`src/rtl/hvsync_pkg.sv`:
```
// Shared VGA 640x480@60 timing constants, derived window bounds and the
// coordinate type used by the sync generator and its axis counters.
package hvsync_pkg;

  localparam int H_DISPLAY = 640;
  localparam int H_FRONT   = 16;
  localparam int H_SYNC    = 96;
  localparam int H_BACK    = 48;

  localparam int V_DISPLAY = 480;
  localparam int V_BOTTOM  = 10;
  localparam int V_SYNC    = 2;
  localparam int V_TOP     = 33;

  localparam int H_MAX        = H_DISPLAY + H_FRONT + H_SYNC + H_BACK - 1;
  localparam int H_SYNC_START = H_DISPLAY + H_FRONT;
  localparam int H_SYNC_END   = H_SYNC_START + H_SYNC - 1;

  localparam int V_MAX        = V_DISPLAY + V_BOTTOM + V_SYNC + V_TOP - 1;
  localparam int V_SYNC_START = V_DISPLAY + V_BOTTOM;
  localparam int V_SYNC_END   = V_SYNC_START + V_SYNC - 1;

  localparam int COORD_W = 10;

  typedef logic [COORD_W-1:0] coord_t;

endpackage

```
`src/rtl/hv_sync_generator_if.sv`:
```
// Video timing bundle: sync levels, visible-area flag and pixel coordinates.
// The generator drives it through master; pixel logic samples it through slave.
interface hv_sync_generator_if;
  import hvsync_pkg::*;

  logic   hsync;
  logic   vsync;
  logic   display_on;
  logic   frame_end;
  coord_t hpos;
  coord_t vpos;

  modport master (output hsync, vsync, display_on, frame_end, hpos, vpos);
  modport slave  (input  hsync, vsync, display_on, frame_end, hpos, vpos);

endinterface

```
`src/rtl/sync_axis_counter.sv`:
```
// One timing axis: wrapping position counter plus a registered in-sync-window
// flag, computed from the next count so it lines up with the count itself.
module sync_axis_counter
  import hvsync_pkg::*;
#(
  parameter int DISPLAY = H_DISPLAY,
  parameter int FRONT   = H_FRONT,
  parameter int SYNC    = H_SYNC,
  parameter int BACK    = H_BACK
) (
  input  logic   clk,
  input  logic   reset,
  input  logic   advance,
  output coord_t count,
  output logic   wrap,
  output logic   sync_win
);

  localparam coord_t MAX        = coord_t'(DISPLAY + FRONT + SYNC + BACK - 1);
  localparam coord_t SYNC_START = coord_t'(DISPLAY + FRONT);
  localparam coord_t SYNC_END   = coord_t'(DISPLAY + FRONT + SYNC - 1);

  coord_t count_nxt;

  always_comb begin
    wrap      = advance && (count == MAX);
    count_nxt = count;
    if (wrap) begin
      count_nxt = '0;
    end else if (advance) begin
      count_nxt = count + coord_t'(1);
    end
  end

  always_ff @(posedge clk or posedge reset) begin
    if (reset) begin
      count    <= '0;
      sync_win <= 1'b0;
    end else begin
      count    <= count_nxt;
      sync_win <= (count_nxt >= SYNC_START) && (count_nxt <= SYNC_END);
    end
  end

endmodule

```
`src/rtl/hv_sync_generator.sv`:
```
// Free-running VGA timing generator (horizontal and vertical axis counters).
// Define HVSYNC_POS_POLARITY_EN for active-high hsync/vsync; default is active-low.
module hv_sync_generator #(
  parameter int H_DISPLAY = hvsync_pkg::H_DISPLAY,
  parameter int H_FRONT   = hvsync_pkg::H_FRONT,
  parameter int H_SYNC    = hvsync_pkg::H_SYNC,
  parameter int H_BACK    = hvsync_pkg::H_BACK,
  parameter int V_DISPLAY = hvsync_pkg::V_DISPLAY,
  parameter int V_BOTTOM  = hvsync_pkg::V_BOTTOM,
  parameter int V_SYNC    = hvsync_pkg::V_SYNC,
  parameter int V_TOP     = hvsync_pkg::V_TOP
) (
  input  logic                 clk,
  input  logic                 reset,
  hv_sync_generator_if.master  vid
);
  import hvsync_pkg::coord_t;

  coord_t h_count;
  coord_t v_count;
  logic   h_wrap;
  logic   v_wrap;
  logic   h_win;
  logic   v_win;

  sync_axis_counter #(
    .DISPLAY (H_DISPLAY),
    .FRONT   (H_FRONT),
    .SYNC    (H_SYNC),
    .BACK    (H_BACK)
  ) u_h_axis (
    .clk      (clk),
    .reset    (reset),
    .advance  (1'b1),
    .count    (h_count),
    .wrap     (h_wrap),
    .sync_win (h_win)
  );

  // The vertical axis steps once per line, on the clock the horizontal axis wraps.
  sync_axis_counter #(
    .DISPLAY (V_DISPLAY),
    .FRONT   (V_BOTTOM),
    .SYNC    (V_SYNC),
    .BACK    (V_TOP)
  ) u_v_axis (
    .clk      (clk),
    .reset    (reset),
    .advance  (h_wrap),
    .count    (v_count),
    .wrap     (v_wrap),
    .sync_win (v_win)
  );

`ifdef HVSYNC_POS_POLARITY_EN
  assign vid.hsync = h_win;
  assign vid.vsync = v_win;
`else
  assign vid.hsync = ~h_win;
  assign vid.vsync = ~v_win;
`endif

  assign vid.hpos       = h_count;
  assign vid.vpos       = v_count;
  assign vid.display_on = (h_count < coord_t'(H_DISPLAY)) && (v_count < coord_t'(V_DISPLAY));
  assign vid.frame_end  = v_wrap;

endmodule

```
`src/flat_wrapper.sv`:
```
// flat-port wrapper written by rule: the top's interface ports become plain ports
module hv_sync_generator_flat import hvsync_pkg::coord_t;
#(
  parameter int H_DISPLAY = hvsync_pkg::H_DISPLAY,
  parameter int H_FRONT   = hvsync_pkg::H_FRONT,
  parameter int H_SYNC    = hvsync_pkg::H_SYNC,
  parameter int H_BACK    = hvsync_pkg::H_BACK,
  parameter int V_DISPLAY = hvsync_pkg::V_DISPLAY,
  parameter int V_BOTTOM  = hvsync_pkg::V_BOTTOM,
  parameter int V_SYNC    = hvsync_pkg::V_SYNC,
  parameter int V_TOP     = hvsync_pkg::V_TOP
)
  (clk, reset, vid_hsync, vid_vsync, vid_display_on, vid_frame_end, vid_hpos, vid_vpos);
  hv_sync_generator_if vid_i ();
  input  logic clk;
  input  logic reset;
  output wire logic [$bits(vid_i.hsync)-1:0] vid_hsync;
  output wire logic [$bits(vid_i.vsync)-1:0] vid_vsync;
  output wire logic [$bits(vid_i.display_on)-1:0] vid_display_on;
  output wire logic [$bits(vid_i.frame_end)-1:0] vid_frame_end;
  output wire logic [$bits(vid_i.hpos)-1:0] vid_hpos;
  output wire logic [$bits(vid_i.vpos)-1:0] vid_vpos;
  assign vid_hsync = vid_i.hsync;
  assign vid_vsync = vid_i.vsync;
  assign vid_display_on = vid_i.display_on;
  assign vid_frame_end = vid_i.frame_end;
  assign vid_hpos = vid_i.hpos;
  assign vid_vpos = vid_i.vpos;
  hv_sync_generator #(.H_DISPLAY(H_DISPLAY), .H_FRONT(H_FRONT), .H_SYNC(H_SYNC), .H_BACK(H_BACK), .V_DISPLAY(V_DISPLAY), .V_BOTTOM(V_BOTTOM), .V_SYNC(V_SYNC), .V_TOP(V_TOP)) u_core (.clk(clk), .reset(reset), .vid(vid_i));
endmodule
```
`config.mk`:
```
export PLATFORM = sky130hd
export DESIGN_NAME = hv_sync_generator_flat
export DESIGN_NICKNAME = d
export VERILOG_FILES = /design/src/rtl/hvsync_pkg.sv /design/src/rtl/hv_sync_generator_if.sv /design/src/rtl/sync_axis_counter.sv /design/src/rtl/hv_sync_generator.sv /design/src/flat_wrapper.sv
export SDC_FILE = /design/constraint.sdc
export NUM_CORES = 1
export LEC_CHECK = 0
export BUFFER_PORTS_ARGS = -buffer_cell sky130_fd_sc_hd__buf_2
export CAP_MARGIN = 5
export CORE_ASPECT_RATIO = 0.7
export CORE_UTILIZATION = 37
export CTS_CLUSTER_DIAMETER = 40
export DETAILED_ROUTE_END_ITERATION = 8
export PLACE_DENSITY_LB_ADDON = 0.25
export SLEW_MARGIN = 40
export SYNTH_ARGS = -nofsm -noshare
export SYNTH_HDL_FRONTEND = slang
export SYNTH_SLANG_ARGS = --single-unit
```
`constraint.sdc`:
```
create_clock -name clk -period 2.3 [get_ports clk]
set_input_delay 0.46 -clock clk [delete_from_list [all_inputs] [get_ports clk]]
set_output_delay 0.46 -clock clk [all_outputs]
set_load 0.02 [all_outputs]
```
==> results of run 1 <==
## synthesized netlist by cell type (all sizes together) (2+ instances only)
cell type / count / share of area [%]
dfrtp: 22 / 43
nand2: 14 / 4.1
inv: 13 / 3.8
nand3: 9 / 3.9
nor2: 9 / 2.7
o21ai: 9 / 3.5
xnor2: 8 / 5.5
nand4: 7 / 4.6
xor2: 5 / 3.4
ha: 4 / 3.9
and4: 3 / 2.2
nor4: 3 / 2.7
a22oi: 2 / 1.2
and3: 2 / 1.1
and3b: 2 / 1.4
clkbuf: 2 / 1.4
or3: 2 / 1.1
or4: 2 / 1.5
## power groups by stage
stage / registers (uW) / clock network (uW) / logic, uW
finish: 386 / 282 / 9.72
global route: 386 / 309 / 12.1
CTS: 386 / 293 / 10.6
detailed placement: 394 / 0 / 10.6
global placement: 394 / 0 / 10.2
floorplan: 394 / 0 / 5.77
## layer usage
| metal | track usage, % | vias up |
|---|---|---|
| li1 | - | 538 |
| met1 | 24.60 | 515 |
| met2 | 24.92 | 33 |
| met3 | 4.931 | 8 |
| met4 | 6.209 | 0 |
| met5 | 0 | - |
## area by class of cell
class,instances,share of cell area (%)
timing repair buffer,34,12.30
multi-input combinational,94,42.01
clock buffer,4,3.514
sequential,22,35.30
tap,47,3.754
inverter,13,3.115
## worst paths after layout
kind / startpoint / endpoint / slack [ns]
max: u_core.u_v_axis.count[1]$_DFF_PP0_ / vid_frame_end / 0.11
min reg2reg: u_core.u_h_axis.count[0]$_DFF_PP0_ / u_core.u_h_axis.count[0]$_DFF_PP0_ / 0.50
min: reset / u_core.u_v_axis.count[2]$_DFF_PP0_ / 0.21
max in group asynchronous: reset / u_core.u_v_axis.count[8]$_DFF_PP0_ / 1.83
max reg2reg: u_core.u_h_axis.count[1]$_DFF_PP0_ / u_core.u_v_axis.sync_win$_DFF_PP0_ / 0.19
min in group clk: u_core.u_h_axis.count[0]$_DFF_PP0_ / u_core.u_h_axis.count[0]$_DFF_PP0_ / 0.50
## sequential cells by signal, indices dropped and copies added, names as in the netlist
signal	cells
u_core.u_v_axis.sync_win	1
u_core.u_v_axis.count	10
u_core.u_h_axis.count	10
u_core.u_h_axis.sync_win	1
## cells by family (layout without fill, tap and decap cells)
kind of cell / count (synthesis) / in the layout
fa+ha+maj: 4 / 4
flops: 22 / 22
mux: 1 / 1
simple gates: 58 / 58
buf+inv: 15 / 51
compound gates: 18 / 18
xor+xnor: 13 / 13
## cells in the final DEF (no fill, tap or decap), drive strengths merged, types with 3 or more instances in the layout
master  synthesis  layout
nand4           7       7
nand3           9       9
nor2            9       9
nand2          14      14
ha              4       4
buf             0      34
and4            3       3
xnor2           8       8
dfrtp          22      22
o21ai           9       9
xor2            5       5
nor4            3       3
inv            13      13
clkbuf          2       4
## repair_timing
item,4_1_cts,5_1_grt
setup endpoints to repair,1,2
pin swaps,1,1
resized for setup,0,3
buffers inserted,1,2
hold buffers,0,0
## critical path, stage by stage (launching register included)
cell and delay [ns]:
dfrtp_1 0.43, inv_1 0.10, ha_1 0.16, nand4_1 0.16, nor4_4 0.29, nand2_1 0.11, inv_1 0.06, buf_2 0.15
## stage by stage
step	power [uW]	utilization (%)	cells
after floorplan	399.9	-	131
after global placement	404.3	46.20	207
after detailed placement	404.7	46.20	207
after CTS	689.7	48.15	212
after global routing	707.9	48.77	214
final	678.4	48.77	214
==> results.md, run 1 <==
- Sequential power share: 56.9%
- All-layer global routing usage: 17.32%
- Sw Pwr: 137.4 uW
- CTS H-tree depth: 1
- ANT nets after route: 0
- Area of the mapped netlist: 0.001272 sq mm
- Multiplexer share of the synthesized area: 0.8850%
- Final setup TNS: 0 ns
- Async SR Flop Fraction: 100.0%
- I/O pins: 26
- Internal power: 541.0 uW
- Crit path DAT: 1.73 ns
- Die height: 51.07 microns
- Top FF cell, synth: dfrtp_1
- Antenna violations before repair: 0
- Clock sinks: 22
- Max Used Layer: met4
- Placeable Area: 0.003212 sq mm
- # setup viols final: 0
- Max-cap violations: 0
- Minimum clock period: ~2.2 ns
- DR vias/cell: between 5 and 6
- Multi-input gate area: 658.1 sq um
- Post-layout net count: 174
- Critical path class: flop to output port
- DR iter-0 viols: 96
- WHS: 0.2126 ns
- Comb pwr share: 1.4%
- Max rail drop VDD: 0.2086 mV
- Area delta synth->final: 23.11%
- Initial Util: 39.62%
- Clock Skew: 0.002789 ns
- Number of global-route vias before repair: 1016
- FMAX: 457.6 MHz
- Status: finished, final reports clean
- Slew @ Worst Pin: 0.3695 ns
- Leakage: 0.0007841 uW
- First-pass GRT wire length: 4.774 mm
- Post-Syn Instances: 131
- Dpl hpwl: around 2.1 mm
- Layout fillers: around 320
- Final worst path period share: 95.01%
- Sw frac: between 20 and 25%
- Final WL: 2.823 mm
- Adder and majority gate portion of the synthesized area: 3.933%
- CTS Buf Count: 3
- CTS tree: built
- Final worst slack: 0.1148 ns
- Worst Hold Class: input pin to asynchronous set/reset pin
- PwrDens: between 400 and 500 mW/mm^2
- Die W: just over 70 microns
- Final Hold Viols: 0
- Largest family of logic cells by synthesized area: simple AND/OR/NAND/NOR gates
- Unrepaired setup endpoints after global routing: false
- WP data required: 1.84 ns
- Clock transition at path regs: 0.08 ns
- Layout cells sized above 1: about 30%
- Port buffer count: 25
- Post-synth EDFFs: 0
- Mapped Nets: 137
- Clock network fraction of total power: 41.6%
- FF+latch count, synth: 22
- Post-route design area: 0.001567 sq mm
- Wl on met1: 1.360 mm
- Ant diodes: 0
- RePlAce Congestion: 0.8067
- Clock root buffer: clkbuf_8
- WL per Instance: 13.19 microns
- DR pass1 iterations: 4
- Worst R2R Path Depth: 6
- Register area: 553.0 sq um
- Syn avg cell area: around 10 sq um
- Worst skew pair latency: about 0.26 ns
- WL met3: between 150 and 200 microns
- Area post-placement: between 0.001 and 0.0015 sq mm
- Row cnt: 17
- Post-synthesis simple-gate area fraction: roughly 28%
- CP Max Fanout: 5
- Dpl ws: 0.1625 ns
- Register area share after synthesis: a little over two fifths
- Residual DRC count: 0
- Synth cell types: 40
- Pins over their slew limit: 0
- Area fraction in compound gates after synthesis: 9.341%
- Die area: 0.003681 sq mm
- Slew HR: 74.73%
- Crit. End Element: output port
- Startpoint types: flop
- Number of synthesis warnings: 0
- DR WL met2: approximately 1.2 mm
- Largest net degree at the start of global routing: 23
- Via count: 1094
- GR Overflow Total: 0
- Worst-case clock buffer depth: 2
- XOR/XNOR share of the synthesized area: 8.948%
Note: power is estimated with default switching activity, not from simulation.
==> inputs of run 2 (changes only) <==
ABC_AREA = 1   (was default)
CORE_ASPECT_RATIO = default   (was 0.7)
==> results.md, run 2 <==
- Finished Layout Cells: 276 (+29%)
- Syn avg cell area: 7.309 sq um (-25%)
- Clock network fraction of total power: 38.1% (-3.5 points)
- Row cnt: 22 (+5)
- Final Hold Viols: 0 (unchanged)
- Minimum clock period: 2.164 ns (-0.02076 ns)
- Clock root buffer: clkbuf_8
- Post-synth top area share: 38.43% (-4.8 points)
- GR Overflow Total: 0 (unchanged)
- Area post-placement: 0.001633 sq mm (+10%)
- Top FF cell, synth: dfrtp_1
- Most frequent cells in the layout: 64 x nand2_1, 32 x inv_1, 24 x buf_2
- Synth cell types: 24 (-40%)
- Post-synth EDFFs: 0 (unchanged)
- Crit path DAT: 1.70 ns (-0.03 ns)
- Slew @ Worst Pin: 0.4260 ns (+0.05658 ns)
- Dpl hpwl: 2.270 mm (+8.5%)
- Dpl cells: 271 (+31%)
- Slew HR: 70.86% (-3.9 points)
- Layout cells sized above 1: 24.56% (-5.4 points)
- Final worst path period share: 94.10% (-0.90 points)
- DR pass1 iterations: 4 (unchanged)
- GR Layer Usage met3: 3.750% (-1.2 points)
- Worst Hold Class: input pin to asynchronous set/reset pin
- Max-cap violations: 0 (unchanged)
- Met2 GRT Util: 27.79% (+2.9 points)
- Startpoint types: flop
- RePlAce Congestion: 0.8264 (+2.4%)
- Post-route design area: 0.001694 sq mm (+8.1%)
- I/O pins: 26 (unchanged)
- Clock sinks: 22 (unchanged)
- # setup viols final: 0 (unchanged)
- Antenna violations before repair: 0 (unchanged)
- Ant diodes: 0 (unchanged)
- Pins over their slew limit: 0 (unchanged)
- Port buffer count: 25 (unchanged)
- Largest net degree at the start of global routing: 23 (unchanged)
- Leakage: 0.0009697 uW (+24%)
- CTS tree: built
- CP Max Fanout: 8 (+3)
- Most common cell in the synthesized netlist: nand2_1
- Final Util: 45.93% (-2.8 points)
- Commonest non-fill, non-tap cell in the layout: nand2_1
- WL per Instance: 10.59 microns (-20%)
- Most common library cells after synthesis: 64 x nand2_1, 32 x inv_1, 22 x dfrtp_1
- PwrDens: 377.4 mW/mm^2 (-13%)
- Register area share after synthesis: 38.43% (-4.8 points)
- Sw Pwr: 134.0 uW (-2.5%)
- Async SR Flop Fraction: 100.0% (unchanged)
- FF+latch count, synth: 22 (unchanged)
- Unrepaired setup endpoints after global routing: false
- Post-layout net count: 236 (+36%)
- Number of global-route vias before repair: 1216 (+20%)
- Mapped Nets: 202 (+47%)
- CTS Buf Count: 3 (unchanged)
- Sequential power share: 60.4% (+3.5 points)
- Post-Syn Instances: 196 (+50%)
- Comb pwr share: 1.5% (about the same)
- ANT nets after route: 0 (unchanged)
- Critical path class: flop to output port
- Final setup TNS: 0 ns (unchanged)
- Crit. End Element: output port
- DR iter-0 viols: 57 (-41%)
- First-pass GRT wire length: 5.264 mm (+10%)
- Global routing's busiest layer: met2
- Number of synthesis warnings: 0 (unchanged)
- Max rail drop VDD: 0.1830 mV (-12%)
- Area delta synth->final: 18.25%
- WHS: 0.2089 ns (-0.003737 ns)
- Registers with the most flip-flops: u_core.u_h_axis.count (10), u_core.u_v_axis.count (10)
- Clock Skew: 0.006428 ns (+0.003639 ns)
- Final WL: 2.922 mm (+3.5%)
- Synth top area cells: dfrtp_1 38%, nand2_1 17%, inv_1 8.4%
- All-layer global routing usage: 16.37% (-0.95 points)
- Post-synth top area cell: dfrtp_1
- Internal power: 505.3 uW (-6.6%)
- Residual DRC count: 0 (unchanged)
- Die area: 0.004125 sq mm (+12%)
- Initial Util: 38.84% (-0.78 points)
- Via count: 1257 (+15%)
- DR vias/cell: 4.554 (-11%)
- FMAX: 462.0 MHz (+0.96%)
- Clock transition at path regs: 0.08 ns (about the same)
- Crit. Startpoint: u_core.u_h_axis.count[1]$_DFF_PP0_
- Placeable Area: 0.003689 sq mm (+15%)
- Worst-case clock buffer depth: 2 (unchanged)
- CTS H-tree depth: 1 (unchanged)
- Sw frac: 20.95% (+0.70 points)
- Worst r2r src: u_core.u_h_axis.count[1]$_DFF_PP0_
- Die height: 64.23 microns (+26%)
- Worst skew pair latency: 0.27 ns (about the same)
- Die W: 64.23 microns (-11%)
- Area of the mapped netlist: 0.001433 sq mm (+13%)
- WP data required: 1.84 ns (about the same)
- Met1 GRT Util: 20.84% (-3.8 points)
- Status: finished, final reports clean
-- run 2: cell count changes after synthesis, sizes merged, moves of 3 or more --
cell   delta
nor4      -3
nor2     +19
inv      +24
xnor2     -7
nand3     +5
and4      -3
nand4     -4
nand2    +56
-- run 2: path summary, 6_finish.rpt --
kind                                                       to  slack [ns]  cells after the start
setup / recovery                                vid_frame_end        0.14                      8
hold / removal             u_core.u_h_axis.count[8]$_DFF_PP0_        0.21                      3
setup reg to reg           u_core.u_v_axis.sync_win$_DFF_PP0_        0.58                     11
hold reg to reg            u_core.u_h_axis.count[2]$_DFF_PP0_        0.57                      1
max in group asynchronous  u_core.u_h_axis.count[3]$_DFF_PP0_        1.87                      3
min in group clk           u_core.u_h_axis.count[2]$_DFF_PP0_        0.57                      1
-- run 2: logic make-up (layout without fill, tap and decap cells) --
kind of cell	Yosys count	count (layout)	synth area share [%]
simple gates	118	118	41.22
xor+xnor	5	5	3.057
fa+ha+maj	4	4	3.494
compound gates	10	10	3.930
flops	22	22	38.43
buf+inv	37	69	9.869
-- run 2: cell type report --
class,instances,area (sq um)
tap,48,60.06
fill,401,1994
timing repair buffer,29,157.7
sequential,22,550.5
inverter,37,141.4
clock buffer,3,41.29
multi-input combinational,137,743.2
-- run 2: what timing repair did --
| action | CTS | global route |
|---|---|---|
| gates resized for setup | 0 | 2 |
| setup buffers | 0 | 2 |
| hold buffers | 0 | 0 |
| setup endpoints to repair | 0 | 1 |
-- run 2: power by group through the flow --
stage | logic [uW] | clock network, uW | registers [uW]
after floorplan | 5.77 | 0 | 394
after global placement | 10.2 | 0 | 394
after detailed placement | 10.3 | 0 | 394
after CTS | 10.3 | 262 | 386
after global routing | 12.0 | 270 | 386
final | 9.40 | 244 | 386
-- run 2: routing by layer --
| layer | vias up | part of all wire [%] |
|---|---|---|
| li1 | 660 | - |
| met1 | 569 | 49 |
| met2 | 24 | 47 |
| met3 | 4 | 3.2 |
| met4 | 0 | 1.0 |
| met5 | - | 0 |
-- run 2: through the flow --
stage	worst slack, ns	total power [uW]
final	0.1356	639.3
after global routing	0.01018	668.8
after CTS	0.03778	658.3
after detailed placement	0.3406	404.4
after global placement	0.3739	404.3
after floorplan	0.04464	399.9
-- run 2: critical path, stage by stage (launching register included) --
cell and delay [ns]:
dfrtp_1 0.40, ha_2 0.21, nand2_2 0.10, nor2_8 0.15
inv_4 0.06, nor2_8 0.15, inv_2 0.08, nor2_8 0.14
buf_4 0.16
